### src/rtl/wb_stage_if.sv
// MEM/WB boundary bundle: MEM-stage entry plus stall/flush control in,
// register-file write port and retirement status out.
interface wb_stage_if #(
  parameter int DATA_W = 32,
  parameter int REG_AW = 5,
  parameter int CNT_W  = 64
);
  logic              stall_i;
  logic              flush_i;
  logic              in_valid;
  logic              in_wreg;
  logic [REG_AW-1:0] in_waddr;
  logic [DATA_W-1:0] in_wdata;
  logic              in_is_load;
  logic [2:0]        in_ld_type;
  logic [1:0]        in_addr_lo;
  logic [DATA_W-1:0] in_mem_rdata;
  logic              we;
  logic [REG_AW-1:0] waddr;
  logic [DATA_W-1:0] wdata;
  logic              retire_o;
  logic              misalign_o;
  logic [CNT_W-1:0]  instret;

  modport master (
    output stall_i, flush_i, in_valid, in_wreg, in_waddr, in_wdata,
           in_is_load, in_ld_type, in_addr_lo, in_mem_rdata,
    input  we, waddr, wdata, retire_o, misalign_o, instret
  );

  modport slave (
    input  stall_i, flush_i, in_valid, in_wreg, in_waddr, in_wdata,
           in_is_load, in_ld_type, in_addr_lo, in_mem_rdata,
    output we, waddr, wdata, retire_o, misalign_o, instret
  );
endinterface

### src/rtl/wb_stage.sv
// MEM/WB pipeline register with load-data formatting, regfile write port and
// retired-instruction counter. DATA_W is fixed at 32 (byte/half lanes assume it).
module wb_stage #(
  parameter int DATA_W = 32,
  parameter int REG_AW = 5,
  parameter int CNT_W  = 64
) (
  input logic     clk,
  input logic     rst,
  wb_stage_if.slave bus
);

  localparam logic [2:0] LD_LB  = 3'b000;
  localparam logic [2:0] LD_LH  = 3'b001;
  localparam logic [2:0] LD_LBU = 3'b100;
  localparam logic [2:0] LD_LHU = 3'b101;

  logic              valid_q, valid_d;
  logic              wreg_q, wreg_d;
  logic [REG_AW-1:0] waddr_q, waddr_d;
  logic [DATA_W-1:0] wdata_q, wdata_d;
  logic              fresh_q, fresh_d;
  logic              misalign_q, misalign_d;
  logic [CNT_W-1:0]  instret_q, instret_d;

  logic [7:0]        byte_sel;
  logic [15:0]       half_sel;
  logic [DATA_W-1:0] ld_data;
  logic              ld_misalign;
  logic              fmt_misalign;
  logic [DATA_W-1:0] fmt_data;
  logic              retire;

  // Load formatting happens ahead of the register so wdata_q is final.
  always_comb begin
    // NOTE: every always_comb output gets a default first so no path can infer a latch.
    byte_sel    = bus.in_mem_rdata[7:0];
    half_sel    = bus.in_addr_lo[1] ? bus.in_mem_rdata[31:16] : bus.in_mem_rdata[15:0];
    ld_data     = bus.in_mem_rdata;
    ld_misalign = 1'b0;

    case (bus.in_addr_lo)
      2'd1:    byte_sel = bus.in_mem_rdata[15:8];
      2'd2:    byte_sel = bus.in_mem_rdata[23:16];
      2'd3:    byte_sel = bus.in_mem_rdata[31:24];
      default: byte_sel = bus.in_mem_rdata[7:0];
    endcase

    case (bus.in_ld_type)
      LD_LB:  ld_data = {{(DATA_W-8){byte_sel[7]}}, byte_sel};
      LD_LBU: ld_data = {{(DATA_W-8){1'b0}}, byte_sel};
      LD_LH: begin
        ld_data     = {{(DATA_W-16){half_sel[15]}}, half_sel};
        ld_misalign = bus.in_addr_lo[0];
      end
      LD_LHU: begin
        ld_data     = {{(DATA_W-16){1'b0}}, half_sel};
        ld_misalign = bus.in_addr_lo[0];
      end
      // LW and every unassigned funct3 behave as a full-word load.
      default: begin
        ld_data     = bus.in_mem_rdata;
        ld_misalign = (bus.in_addr_lo != 2'd0);
      end
    endcase

    fmt_misalign = bus.in_is_load & ld_misalign;
    if (!bus.in_is_load)  fmt_data = bus.in_wdata;
    else if (fmt_misalign) fmt_data = '0;
    else                  fmt_data = ld_data;
  end

  assign retire = fresh_q & valid_q & ~misalign_q;

  // Priority: flush > stall > load; fresh_q only survives a single cycle.
  always_comb begin
    valid_d    = valid_q;
    wreg_d     = wreg_q;
    waddr_d    = waddr_q;
    wdata_d    = wdata_q;
    misalign_d = misalign_q;
    fresh_d    = 1'b0;
    instret_d  = instret_q + {{(CNT_W-1){1'b0}}, retire};

    if (bus.flush_i) begin
      valid_d    = 1'b0;
      wreg_d     = 1'b0;
      misalign_d = 1'b0;
    end else if (!bus.stall_i) begin
      valid_d    = bus.in_valid;
      wreg_d     = bus.in_wreg;
      waddr_d    = bus.in_waddr;
      wdata_d    = fmt_data;
      misalign_d = fmt_misalign;
      fresh_d    = bus.in_valid;
    end
  end

  always_ff @(posedge clk) begin
    // NOTE: state uses non-blocking assignments so every flop samples pre-edge values.
    if (rst) begin
      valid_q    <= 1'b0;
      wreg_q     <= 1'b0;
      waddr_q    <= '0;
      wdata_q    <= '0;
      fresh_q    <= 1'b0;
      misalign_q <= 1'b0;
      instret_q  <= '0;
    end else begin
      valid_q    <= valid_d;
      wreg_q     <= wreg_d;
      waddr_q    <= waddr_d;
      wdata_q    <= wdata_d;
      fresh_q    <= fresh_d;
      misalign_q <= misalign_d;
      instret_q  <= instret_d;
    end
  end

  // x0 is hard-wired zero, so a write to it is dropped here.
  assign bus.we         = valid_q & wreg_q & ~misalign_q & (waddr_q != '0);
  assign bus.waddr      = waddr_q;
  assign bus.wdata      = wdata_q;
  assign bus.retire_o   = retire;
  assign bus.misalign_o = valid_q & misalign_q;
  assign bus.instret    = instret_q;

endmodule

### src/flat_wrapper.sv
// flat-port wrapper written by rule: the top's interface ports become plain ports
module wb_stage_flat 
#(
  parameter int DATA_W = 32,
  parameter int REG_AW = 5,
  parameter int CNT_W  = 64
)
  (clk, rst, bus_stall_i, bus_flush_i, bus_in_valid, bus_in_wreg, bus_in_waddr, bus_in_wdata, bus_in_is_load, bus_in_ld_type, bus_in_addr_lo, bus_in_mem_rdata, bus_we, bus_waddr, bus_wdata, bus_retire_o, bus_misalign_o, bus_instret);
  wb_stage_if #(.DATA_W(DATA_W), .REG_AW(REG_AW), .CNT_W(CNT_W)) bus_i ();
  input logic clk;
  input logic rst;
  input wire logic [$bits(bus_i.stall_i)-1:0] bus_stall_i;
  input wire logic [$bits(bus_i.flush_i)-1:0] bus_flush_i;
  input wire logic [$bits(bus_i.in_valid)-1:0] bus_in_valid;
  input wire logic [$bits(bus_i.in_wreg)-1:0] bus_in_wreg;
  input wire logic [$bits(bus_i.in_waddr)-1:0] bus_in_waddr;
  input wire logic [$bits(bus_i.in_wdata)-1:0] bus_in_wdata;
  input wire logic [$bits(bus_i.in_is_load)-1:0] bus_in_is_load;
  input wire logic [$bits(bus_i.in_ld_type)-1:0] bus_in_ld_type;
  input wire logic [$bits(bus_i.in_addr_lo)-1:0] bus_in_addr_lo;
  input wire logic [$bits(bus_i.in_mem_rdata)-1:0] bus_in_mem_rdata;
  output wire logic [$bits(bus_i.we)-1:0] bus_we;
  output wire logic [$bits(bus_i.waddr)-1:0] bus_waddr;
  output wire logic [$bits(bus_i.wdata)-1:0] bus_wdata;
  output wire logic [$bits(bus_i.retire_o)-1:0] bus_retire_o;
  output wire logic [$bits(bus_i.misalign_o)-1:0] bus_misalign_o;
  output wire logic [$bits(bus_i.instret)-1:0] bus_instret;
  assign bus_i.stall_i = bus_stall_i;
  assign bus_i.flush_i = bus_flush_i;
  assign bus_i.in_valid = bus_in_valid;
  assign bus_i.in_wreg = bus_in_wreg;
  assign bus_i.in_waddr = bus_in_waddr;
  assign bus_i.in_wdata = bus_in_wdata;
  assign bus_i.in_is_load = bus_in_is_load;
  assign bus_i.in_ld_type = bus_in_ld_type;
  assign bus_i.in_addr_lo = bus_in_addr_lo;
  assign bus_i.in_mem_rdata = bus_in_mem_rdata;
  assign bus_we = bus_i.we;
  assign bus_waddr = bus_i.waddr;
  assign bus_wdata = bus_i.wdata;
  assign bus_retire_o = bus_i.retire_o;
  assign bus_misalign_o = bus_i.misalign_o;
  assign bus_instret = bus_i.instret;
  wb_stage #(.DATA_W(DATA_W), .REG_AW(REG_AW), .CNT_W(CNT_W)) u_core (.clk(clk), .rst(rst), .bus(bus_i));
endmodule
### config.mk
export PLATFORM = sky130hd
export DESIGN_NAME = wb_stage_flat
export DESIGN_NICKNAME = d
export VERILOG_FILES = /design/src/rtl/wb_stage_if.sv /design/src/rtl/wb_stage.sv /design/src/flat_wrapper.sv
export SDC_FILE = /design/constraint.sdc
export NUM_CORES = 1
export LEC_CHECK = 0
export CAP_MARGIN = 20
export CORE_MARGIN = 1
export CORE_UTILIZATION = 41
export DETAILED_ROUTE_END_ITERATION = 12
export GPL_TIMING_DRIVEN = 0
export PLACE_DENSITY = 0.87
export SLEW_MARGIN = 10
export SYNTH_ARGS = -nofsm -noshare
export SYNTH_HDL_FRONTEND = slang
export SYNTH_SLANG_ARGS = --single-unit
### constraint.sdc
create_clock -name clk -period 2.2 [get_ports clk]
set_input_delay 0.44 -clock clk [delete_from_list [all_inputs] [get_ports clk]]
set_output_delay 0.44 -clock clk [all_outputs]
set_load 0.01 [all_outputs]
==> impl_metrics.csv <==
group,metric,value,unit
timing,setup_violations,19,
worst_setup_path,crit_top_cell,"ha_4",
power_and_ir_drop,power_density,538,nW/µm²
placed_design,place.gp.congestion,0.935,
clocking,clockBufferDepth,2,
synth,synth_edf_count,0,
routing,top_layer,"met4",
floorplan,row_count,40,
routing,wl_met3,1320,µm
timing,max_slew.worst_pin.slew,657,ps
timing,fin_crit,2340,ps
timing,report.final.slew_viol_count,0,
min_path,hold_class,"primary input to flip-flop",
clocking,path_clk_slew,70,ps
final_layout,syn_to_final_growth,52.5,%
worst_setup_path,path_buf_inv,1,
synth,synth-seq-cells,105,
clocking,h-tree-depth,3,
clocking,holdBufCountCts,0,
worst_setup_path,max_stage_delay,570,ps
worst_setup_path,critPathLaunchType,"flip-flop",
floorplan,design.core.area,12200,µm²
timing,period_share,1.06,
clocking,cts_buffers,9,
worst_setup_path,cp.depth,9,
clocking,cts_root_buffer,"clkbuf_16",
worst_setup_path,endpoint_kind,"flip-flop",
routing,dr_wl_met2,8750,µm
synth,synth.yosys.seq_area_share,0.407,
worst_setup_path,cpMaxStageDelayCell,"or4_4",
min_path,whs_path_depth,3,
global_route,overflow,0,
synth,ys_warn_count,0,
synth,synth_area_leaders,"dfxtp_1 41%, nor2_1 6.0%, nand2_1 5.3%",
global_route,antenna_found_initial,0,
worst_setup_path,arrival,2620,ps
final_layout,n_antenna_cell,0,
routing,drt_pass1_iterations,6,
synth,syn_inst,628,
synth,ys.flop_type,"dfxtp_1",
routing,ant_nets,0,
timing,setup_ws,-141,ps
timing,fmax,427,MHz
global_route,track_usage,0.261,
run_status,violations,"negative setup slack",
timing,hold_violations,0,
routing,m1WireLength,6800,µm
final_layout,num-nets-final,920,
floorplan,die_x,114,µm
synth,synth_area,5160,µm²
timing,finalClockSkew,7.97,ps
routing,via_per_inst,5.73,
power_and_ir_drop,ir_drop,0.406,mV
worst_setup_path,path_delay_family,"simple AND/OR/NAND/NOR gates",
routing,drc,0,
final_layout,final_common_cell,"clkdlybuf4s50_1",
worst_setup_path,cp_max_fo,6,
floorplan,die_h,114,µm
clocking,clock_latency,350,ps
routing,drt_iter0_markers,547,
final_layout,layout_common_cells,"179 x clkdlybuf4s50_1, 101 x dfxtp_1, 79 x nor2_1, 72 x nand2_1, 37 x a21oi_1",
final_layout,stdcell_area,7870,µm²
placed_design,dpl.hpwl,12600,µm
synth,yosysUniqueCellTypes,46,
routing,wirelength,17500,µm
synth,ys_async_sr_fraction,0,
floorplan,ioPinCount,185,
final_layout,fin_cells,1010,
final_layout,utilization,0.647,
floorplan,start_util,0.424,
run_status,run_status,"finished with violations",
synth,yosysTopAreaCell,"dfxtp_1",
synth,synth_area_per_cell,8.21,µm²
floorplan,die_area,13000,µm²
worst_setup_path,path_cells,"and3b_2 -> ha_4 -> ha_4 -> nand4_1 -> buf_4 -> nor2_4 -> nand3_4 -> or4_4 -> a21oi_4",
placed_design,postPlaceCellArea,7200,µm²
global_route,grt_pass1_vias,5439,
timing,timing.slew.headroom,0.562,
timing,grt_setup_unrepaired,"yes",
final_layout,layout-drive-gt1-share,0.116,
worst_setup_path,r2r_setup_slack,-140,ps
synth,yosysTopAreaCellShare,0.407,
global_route,grt_max_degree,18,
routing,wl_per_cell,17.3,µm
synth,syn_nets,711,
worst_setup_path,crit_required,2480,ps
worst_setup_path,reg2reg_depth,9,
clocking,clock-sinks,105,
routing,routed-via-count,5788,
placed_design,dp_cells,976,
global_route,grt_pass1_wl,26600,µm
placed_design,io_buffers,180,
clocking,cts_tree,"built",
flow_run,max-cap-violations,0,
power_and_ir_drop,p_leak,2.74,nW
worst_setup_path,path_class,"flip-flop to flip-flop",
==> cell type report <==
type                            instances  area, µm²
Buffer                                 34        156
Clock buffer                           11        253
Clock inverter                          5       60.1
Fill cell                            1010       4300
Inverter                               14       52.6
Multi-Input combinational cell        475       3080
Sequential cell                       105       2110
Tap cell                              168        210
Timing Repair Buffer                  198       1940
==> cell usage after synthesis, types with 2 or more instances <==
master / n
dfxtp_1: 105
nor2_1: 82
nand2_1: 73
a21oi_1: 44
clkbuf_1: 32
xor2_1: 28
o21ai_0: 27
nand3_1: 25
nand4_1: 25
or3_1: 18
a311oi_1: 16
nor3_1: 16
inv_1: 13
a211oi_1: 11
xnor2_1: 10
a221oi_1: 9
or4_1: 9
mux2i_1: 8
nor4_1: 8
nor2b_1: 7
o31ai_1: 7
and3_1: 6
mux2_2: 5
nand4_2: 5
a221o_1: 4
and4_1: 4
and2_1: 3
nor4_4: 3
o211ai_1: 3
buf_2: 2
ha_1: 2
mux4_2: 2
nand2b_1: 2
o22ai_1: 2
==> state kept, by name, summed over array words and instances, names as in the netlist <==
register,count
u_core.valid_q,1
u_core.bus.waddr,5
u_core.bus.instret,64
u_core.bus.wdata,32
u_core.misalign_q,1
u_core.fresh_q,1
u_core.wreg_q,1
==> final timing paths <==
path	startpoint	endpoint
worst max register to register	u_core.misalign_q	u_core.bus.instret[42]
worst min-delay path	bus_stall_i	u_core.misalign_q
worst min register to register	u_core.bus.waddr[3]	u_core.bus.waddr[3]
worst max-delay path	u_core.misalign_q	u_core.bus.instret[42]
==> logic make-up after synthesis <==
group / share of synthesized area
buffers and inverters: 0.0354
XOR/XNOR: 0.0645
AND/OR/NAND/NOR: 0.296
multiplexers: 0.0352
adder cells (fa/ha/maj): 0.00485
AO/OA/AOI/OAI: 0.156
flip-flops: 0.407
==> power breakdown <==
| part | switching (W) | leakage [nW] | internal, W |
|---|---|---|---|
| Combinational | 0.000269 | 1.74 | 0.000286 |
| Sequential | 0.0000264 | 0.854 | 0.00194 |
| Clock | 0.000758 | 0.153 | 0.000952 |
| Total | 0.00105 | 2.74 | 0.00318 |
==> stage by stage <==
stage	hold WS [ps]	setup slack, ps	TNS [ps]	power [W]
finish	472	-141	-791	0.00424
global route	492	-226	-2980	0.00438
CTS	440	-161	-1560	0.00424
detailed placement	468	-770	-22840	0.00255
global placement	460	-706	-20970	0.00255
floorplan	445	-18.5	-18.5	0.00224
==> what timing repair did <==
action	in CTS	in global routing
pin swaps	20	13
setup buffers	15	4
setup endpoints to repair	62	63
gates resized for setup	22	40
==> per-layer routing <==
metal | track usage | vias to the layer above
met5 | 0 | -
met4 | 0.138 | 0
met3 | 0.0529 | 44
met2 | 0.465 | 303
met1 | 0.295 | 2730
li1 | - | 2711
==> worst min-delay path: cells and delay by family <==
| kind | cells | cell delay (ps) |
|---|---|---|
| AOI/OAI and AO/OA | 1 | 60 |
| buffers and inverters | 1 | 170 |
| and+or+nand+nor | 1 | 110 |
Power figures use the tool's default switching activity.
